**src/rtl/div_plus_if.sv**
```systemverilog
// Request/result bundle between the EX stage and the sequential divider.
// The EX-stage side is the master; the divider is the slave.
interface div_plus_if;
    logic        start_i;
    logic        div_sign;
    logic [31:0] opdata1_i;
    logic [31:0] opdata2_i;
    logic [63:0] result_o;
    logic        ready_o;

    modport master (
        output start_i,
        output div_sign,
        output opdata1_i,
        output opdata2_i,
        input  result_o,
        input  ready_o
    );

    modport slave (
        input  start_i,
        input  div_sign,
        input  opdata1_i,
        input  opdata2_i,
        output result_o,
        output ready_o
    );
endinterface

```
**src/rtl/div_plus.sv**
```systemverilog
// Sequential 32-bit radix-2 restoring divider (DIV/DIVU).
// result_o = {remainder, quotient}; one iteration per cycle, 32 iterations,
// divide-by-zero short-circuits to a zero result. start_i is held for the
// whole stall; dropping it aborts without touching the result register.
module div_plus (
    input  logic      clk,
    input  logic      resetn,
    div_plus_if.slave bus
);
    typedef enum logic [1:0] {IDLE, DIVZERO, ON, END} state_t;

    state_t      state_reg, state_next;
    logic [4:0]  cnt_reg;
    logic [63:0] work_reg;
    logic [31:0] divisor_reg;
    logic        q_neg_reg;
    logic        r_neg_reg;
    logic [63:0] result_reg;

    // Operand conditioning: sign is only meaningful in signed mode.
    // abs(0x80000000) wraps to 0x80000000, which is read as unsigned 2^31.
    logic        s1, s2;
    logic [31:0] abs1, abs2;
    logic        divisor_zero;

    assign s1           = bus.div_sign & bus.opdata1_i[31];
    assign s2           = bus.div_sign & bus.opdata2_i[31];
    assign abs1         = s1 ? (~bus.opdata1_i + 32'd1) : bus.opdata1_i;
    assign abs2         = s2 ? (~bus.opdata2_i + 32'd1) : bus.opdata2_i;
    assign divisor_zero = (bus.opdata2_i == 32'd0);

    // One restoring step: shift left, trial-subtract the divisor from the
    // upper 33 bits. The partial remainder is always below the divisor, so
    // bit 32 of the 33-bit difference is a clean borrow/sign indicator.
    logic [32:0] upper33;
    logic [32:0] diff;
    logic [63:0] step_next;
    logic [31:0] quot_fix, rem_fix;

    assign upper33   = work_reg[63:31];
    assign diff      = upper33 - {1'b0, divisor_reg};
    assign step_next = diff[32] ? {work_reg[62:0], 1'b0}
                                : {diff[31:0], work_reg[30:0], 1'b1};
    assign quot_fix  = q_neg_reg ? (~step_next[31:0] + 32'd1)  : step_next[31:0];
    assign rem_fix   = r_neg_reg ? (~step_next[63:32] + 32'd1) : step_next[63:32];

    // State register.
    always_ff @(posedge clk or negedge resetn) begin
        if (!resetn) begin
            state_reg <= IDLE;
        end else begin
            state_reg <= state_next;
        end
    end

    // Next-state decode; losing start_i anywhere returns to IDLE.
    always_comb begin
        state_next = state_reg;
        case (state_reg)
            IDLE: begin
                if (bus.start_i) begin
                    state_next = divisor_zero ? DIVZERO : ON;
                end
            end
            DIVZERO: begin
                state_next = bus.start_i ? END : IDLE;
            end
            ON: begin
                if (!bus.start_i) begin
                    state_next = IDLE;
                end else if (cnt_reg == 5'd31) begin
                    state_next = END;
                end
            end
            END: begin
                if (!bus.start_i) begin
                    state_next = IDLE;
                end
            end
            default: state_next = IDLE;
        endcase
    end

    // Datapath: operand capture, iteration, and result load on completion.
    always_ff @(posedge clk or negedge resetn) begin
        if (!resetn) begin
            cnt_reg     <= 5'd0;
            work_reg    <= 64'd0;
            divisor_reg <= 32'd0;
            q_neg_reg   <= 1'b0;
            r_neg_reg   <= 1'b0;
            result_reg  <= 64'd0;
        end else begin
            case (state_reg)
                IDLE: begin
                    if (bus.start_i && !divisor_zero) begin
                        work_reg    <= {32'd0, abs1};
                        divisor_reg <= abs2;
                        q_neg_reg   <= s1 ^ s2;
                        r_neg_reg   <= s1;
                        cnt_reg     <= 5'd0;
                    end
                end
                DIVZERO: begin
                    if (bus.start_i) begin
                        result_reg <= 64'd0;
                    end
                end
                ON: begin
                    if (bus.start_i) begin
                        work_reg <= step_next;
                        cnt_reg  <= cnt_reg + 5'd1;
                        if (cnt_reg == 5'd31) begin
                            result_reg <= {rem_fix, quot_fix};
                        end
                    end
                end
                default: ;
            endcase
        end
    end

    assign bus.result_o = result_reg;
    assign bus.ready_o  = (state_reg == END);
endmodule

```
**src/flat_wrapper.sv**
```systemverilog
// flat-port wrapper written by rule: the top's interface ports become plain ports
module div_plus_flat 
  (clk, resetn, bus_start_i, bus_div_sign, bus_opdata1_i, bus_opdata2_i, bus_result_o, bus_ready_o);
  div_plus_if bus_i ();
  input  logic clk;
  input  logic resetn;
  input wire logic [$bits(bus_i.start_i)-1:0] bus_start_i;
  input wire logic [$bits(bus_i.div_sign)-1:0] bus_div_sign;
  input wire logic [$bits(bus_i.opdata1_i)-1:0] bus_opdata1_i;
  input wire logic [$bits(bus_i.opdata2_i)-1:0] bus_opdata2_i;
  output wire logic [$bits(bus_i.result_o)-1:0] bus_result_o;
  output wire logic [$bits(bus_i.ready_o)-1:0] bus_ready_o;
  assign bus_i.start_i = bus_start_i;
  assign bus_i.div_sign = bus_div_sign;
  assign bus_i.opdata1_i = bus_opdata1_i;
  assign bus_i.opdata2_i = bus_opdata2_i;
  assign bus_result_o = bus_i.result_o;
  assign bus_ready_o = bus_i.ready_o;
  div_plus u_core (.clk(clk), .resetn(resetn), .bus(bus_i));
endmodule
```
**config.mk**
```make
export PLATFORM = sky130hd
export DESIGN_NAME = div_plus_flat
export DESIGN_NICKNAME = d
export VERILOG_FILES = /design/src/rtl/div_plus_if.sv /design/src/rtl/div_plus.sv /design/src/flat_wrapper.sv
export SDC_FILE = /design/constraint.sdc
export NUM_CORES = 1
export LEC_CHECK = 0
export ABC_CLOCK_PERIOD_IN_PS = 6500
export CAP_MARGIN = 15
export CORE_MARGIN = 10
export CORE_UTILIZATION = 58
export CTS_CLUSTER_SIZE = 24
export DETAILED_ROUTE_END_ITERATION = 8
export GPL_ROUTABILITY_DRIVEN = 0
export GPL_TIMING_DRIVEN = 0
export PLACE_DENSITY = 0.88
export SYNTH_ARGS = -nofsm -noshare
export SYNTH_HDL_FRONTEND = slang
export SYNTH_SLANG_ARGS = --single-unit
```
**constraint.sdc**
```tcl
create_clock -name clk -period 6.5 [get_ports clk]
set_input_delay 1.3 -clock clk [delete_from_list [all_inputs] [get_ports clk]]
set_output_delay 1.3 -clock clk [all_outputs]
set_load 0.1 [all_outputs]
```
* Word-level counts from Yosys, hierarchy flattened
Index checks and enable logic that the tools add are counted. W data, S select, Z words.
Storage, ports and cells: input port bits 68, logic and storage cells 63, bits in registers 169
Cells by class: $add $sub $neg 6, multiplexer cells 22, bitwise logic cells 7, eq/ne operators 11, reductions and logical operators 10
Operators with widths (number):
- $mux W64 | 6
- $pmux W64 S2 | 2
- $add A32 B1 Y32 const B | 4
- $mux W32 | 4
- $not A32 Y32 | 4
- $sub A33 B32 Y33 | 1
- $logic_not A32 Y1 | 1
- $mux W2 | 6
- $mux W5 | 2
- $pmux W5 S2 | 1
- $ne A2 B2 Y1 const B | 4
- $pmux W2 S4 | 1
- $reduce_and A3 Y1 | 2
- $add A5 B1 Y5 const B | 1
- $eq A5 B5 Y1 const B | 1
- $eq A2 B2 Y1 const B | 2
- $ne A2 B1 Y1 const B | 2
- $reduce_and A4 Y1 | 1
- $reduce_bool A2 Y1 | 2
- $ne A3 B2 Y1 const B | 1
- $and A1 B1 Y1 | 2
- $eq A2 B1 Y1 const B | 1
- $logic_not A2 Y1 | 1
- $reduce_and A2 Y1 | 1
- other kinds (3) | 3

* Depth between registers and ports, before layout
word-level depth 8, gate-level depth with buffers 25, depth with buffers taken out 21

* Worst setup path before layout
Ideal clock, no wire load.
kind reg2reg, from register u_core.work_reg[31], to register u_core.result_reg[62] (netlist: u_core.bus.result_o[62]), slack 1612 ps, data arrival time 4765 ps, setup time 124 ps, stages on the path, launching flop included 26, buffers on the path 4, cell sequence dfrtp_1 > inv_1 > ha_1 > inv_1 > fa_1 > a211oi_1 > o211ai_1 > a21oi_2 > a211oi_1 > nor3_4 > nor2_4 > inv_4 > buf_2 > buf_2 > buf_2 > clkbuf_8 > nor2_1 > a21oi_1 > ha_1 > nand2_1 > or3_1 > mux2i_1 > nand4_1 > or4_1 > mux2i_1 > nand2_1
On the way: longest elaborated chain between the ends 8
Ends and longest elaborated chain:
- from (decl) | RTL line div_plus.sv:14 | logic [63:0] work_reg;
- from (signal assigned) | RTL line div_plus.sv:97 | work_reg <= {32'd0, abs1};
- from (signal assigned) | RTL line div_plus.sv:111 | work_reg <= step_next;
- $sub A33 B32 Y33 | RTL line div_plus.sv:41 | assign diff = upper33 - {1'b0, divisor_reg};
- $mux W64 (*) | RTL line div_plus.sv:42 | assign step_next = diff[32] ? {work_reg[62:0], 1'b0}
- $not A32 Y32 | RTL line div_plus.sv:45 | assign rem_fix = r_neg_reg ? (~step_next[63:32] + 32'd1) : step_next[63:32];
- $add A32 B1 Y32 | RTL line div_plus.sv:45
- $mux W32 (*) | RTL line div_plus.sv:45
- $mux W64 (*) | RTL line div_plus.sv:113 | if (cnt_reg == 5'd31) begin
- $mux W64 (*) | RTL line div_plus.sv:110 | if (bus.start_i) begin
- $pmux W64 S2 (*) | RTL line div_plus.sv:94 | case (state_reg)
- to (signal assigned) | RTL line div_plus.sv:114 | result_reg <= {rem_fix, quot_fix};
- to (decl) | RTL line div_plus.sv:18 | logic [63:0] result_reg;
Mark *: on every way between the ends. The rest lies on a longest branch, timed or not. The select of a mux whose other input is x is not followed. A chain may end at the register's enable or synchronous reset.

* Final worst setup path
from register u_core.work_reg[31], to register u_core.result_reg[58] (netlist: u_core.bus.result_o[58])
The elaborated chain is that of the path after synthesis.

==> flow_summary.yaml <==
timing:
  rsz0062_at_grt: "no"
  worstMarginPinSlew_ps: 1110
  skew_ps: 11.6
  relSlewSlack_pct: 25.2
  fmaxAchievable_mhz: 159
  period_needed_ps: 6280
  layout_setup_ws_ps: 218
  finalMaxSlewViolations: 0
  fin_tns_setup_ps: 0
  setup_viol: 0
  hold_violations: 0
  timing.hold.ws_ps: 475
  fin_crit_sh_pct: 96.6
place:
  dpl.cell_count: 1856
  place_area_mm2: 0.0137
  place_hpwl_um: 28500
  pre_cts_ws_ps: 201
  io_buffers: 132
clock_tree:
  clockBufferDepth: 2
  cts-root-buf: "clkbuf_16"
  tritoncts: "done"
  cts.clk_slew.worst_paths_ps: 70
  clkLatencyLatePin_ps: 440
  numCtsBuffers: 17
  htree_levels: 4
  ctsHoldBuffers: 0
  clock-sinks: 169
global_route:
  grt_pass1_vias: 11335
  grt_max_degree: 91
  antenna_found_initial: 0
  grt_pass1_wl_um: 58200
  grt_remaining_overflow: 0
  grt_usage_pct: 26.8
min_path:
  hp-class: "flop to flop"
yosys:
  syn_avg_cell_area_um2: 8.24
  yosysSeqAreaShare_pct: 35.3
  synth-simple-area-share_pct: 19.9
  yosys.cell_types.count: 89
  synth_area_leaders: "dfrtp_1 (35%), nand2_1 (8.2%), o21ai_0 (7.2%), xnor2_1 (5.3%), xor2_1 (4.9%)"
  synthAdderAreaFrac_pct: 4.66
  yosysMostFrequentCell: "nand2_1"
  yosysTopAreaCellShare_pct: 35.3
  synthArstFlopShare_pct: 100
  ys.flop_type: "dfrtp_1"
  synth_compound_area_share_pct: 22.3
  syn_nets: 1565
  synth_xor_area_share_pct: 10.4
  synth_common_cells: "nand2_1 (262), o21ai_0 (173), dfrtp_1 (169)"
  synth_seq_cells: 169
  synthMuxAreaShare_pct: 2.63
  syn_inst: 1453
  synth-edff-count: 0
  yosys.area.top_type: "dfrtp_1"
  syn-cell-area_mm2: 0.0120
  synth_top_family_by_area: "compound AO/OA/AOI/OAI gates"
  synth.yosys.warnings: 0
critical_path:
  path_max_fanout: 10
  crit_type: "flop to flop"
  crit_arrival_ps: 6590
  cp.required_ps: 6810
  cp_slowest_cell: "dfrtp_1"
  crit_path_end_kind: "flop"
  startpoint_type: "flop"
  critical_path.max_stage_delay_ps: 480
floorplan:
  die_height_um: 164
  die_area_mm2: 0.0268
  initial_utilization_pct: 59.0
  coreArea_mm2: 0.0203
  rows: 52
  dieWidth_um: 164
  pin_count: 133
pwr:
  peakVddDrop_uv: 295
  leakage_nw: 6.08
  power_density_mw_per_mm2: 350
final_layout:
  fin_nets: 1721
  syn2layout_area_growth_pct: 19.4
  layout-drive-gt1-share_pct: 5.49
  design_area_mm2: 0.0143
  insertedDiodeCount: 0
  layout.cells.non_filler: 1890
drt:
  wl_met3_um: 4420
  dr.pass1.iters: 6
  dr_wl_met2_um: 16600
  wl_um: 37200
  post_drt_wl_per_cell_um: 19.7
  maxUsedRoutingLayer: "met4"
  vias: 11919
  drc: 0
  drtAntennaViolNets: 0
  wl_met1_um: 15000
  vias_per_cell: 6.31
  drtIter0Drc: 1469
run:
  drv_cap: 0
status:
  status: "completed"
==> layout make-up <==
type                       count  area (um^2)
fill                        1587         6000
multi-input combinational   1153         7180
clock buffer                  17          425
inverter                      55          209
sequential                   169         4230
timing repair buffer         137         1380
tap                          270          338
buffer                        76          368
clock inverter                13          168
==> what timing repair did <==
item | CTS | global route
setup buffers | 0 | 4
resized for setup | 0 | 3
endpoints found under the setup margin | 0 | 11
==> metal layers <==
layer | vias to the layer above | track usage, %
li1 | 5506 | -
met1 | 5555 | 35.3
met2 | 738 | 42.1
met3 | 120 | 6.52
met4 | 0 | 9.38
met5 | - | 0
==> cells in the final DEF (no fill, tap or decap), types with 5 or more instances in the layout <==
cell,Yosys,routed
nor2b_1,10,10
or4_1,15,15
a31oi_1,11,11
clkbuf_1,45,45
buf_4,1,5
and2_1,10,10
buf_1,9,9
nand4_1,12,12
nor4_1,10,10
a22o_1,7,7
mux2i_1,27,26
nand3_1,19,19
o21a_1,8,8
ha_1,43,43
o31ai_1,27,27
a21oi_1,74,73
clkinvlp_4,0,5
buf_2,14,13
nor3_1,23,23
a32oi_1,27,27
and3_1,9,9
nor2_1,79,79
nand2b_1,10,10
o21ai_0,173,173
o211ai_1,6,6
dfrtp_1,169,169
nand2_1,262,262
clkdlybuf4s50_1,0,131
o21ai_1,16,16
nor3b_1,5,5
clkbuf_16,0,17
or3_1,20,20
a211oi_1,8,8
xor2_1,67,67
a21o_1,10,10
xnor2_1,73,73
inv_1,53,53
o41ai_1,12,12
==> kinds of logic (layout without fill, tap and decap cells) <==
group,after synthesis,after routing
AOI/OAI and AO/OA,425,425
xor gates and xnor gates,141,141
adders and majority gates,44,44
buffers and inverters,131,298
DFF,169,169
muxes,31,31
and+or+nand+nor,512,512
==> worst paths after layout <==
path | startpoint | end | slack [ps] | cells past startpoint
min in group asynchronous | resetn | u_core.divisor_reg[6]$_DFFE_PN0P_ | 800 | 1
max in group asynchronous | resetn | u_core.bus.result_o[31]$_DFFE_PN0P_ | 4830 | 2
max reg2reg | u_core.work_reg[31]$_DFFE_PN0P_ | u_core.bus.result_o[58]$_DFFE_PN0P_ | 220 | 25
min | u_core.bus.result_o[23]$_DFFE_PN0P_ | u_core.bus.result_o[23]$_DFFE_PN0P_ | 480 | 2
max | u_core.work_reg[31]$_DFFE_PN0P_ | u_core.bus.result_o[58]$_DFFE_PN0P_ | 220 | 25
min reg2reg | u_core.bus.result_o[23]$_DFFE_PN0P_ | u_core.bus.result_o[23]$_DFFE_PN0P_ | 480 | 2
==> through the flow <==
stage,power [mW],utilization (%)
2_1_floorplan,3.17,-
3_3_place_gp,3.76,67.2
3_5_place_dp,3.84,67.3
4_1_cts,4.91,70.2
5_1_grt,5.27,70.4
6_report,5.01,70.4
==> critical path: cells and delay by family (launching register included) <==
kind | cells | cell delay [ps]
AND/OR/NAND/NOR | 6 | 1220
flip-flops | 1 | 480
multiplexers | 1 | 330
XOR/XNOR | 1 | 180
adder cells (fa/ha/maj) | 3 | 890
buffers and inverters | 7 | 1370
AO/OA/AOI/OAI | 7 | 1660
==> power by group <==
group / total [mW] / internal (mW) / leakage, nW / switching, mW
Clock: 1.05 / 0.604 / 0.275 / 0.450
Sequential: 1.49 / 1.27 / 2.27 / 0.221
Combinational: 2.46 / 0.868 / 3.53 / 1.59
Total: 5.01 / 2.74 / 6.08 / 2.26
Note: power is estimated with default switching activity, not from simulation.
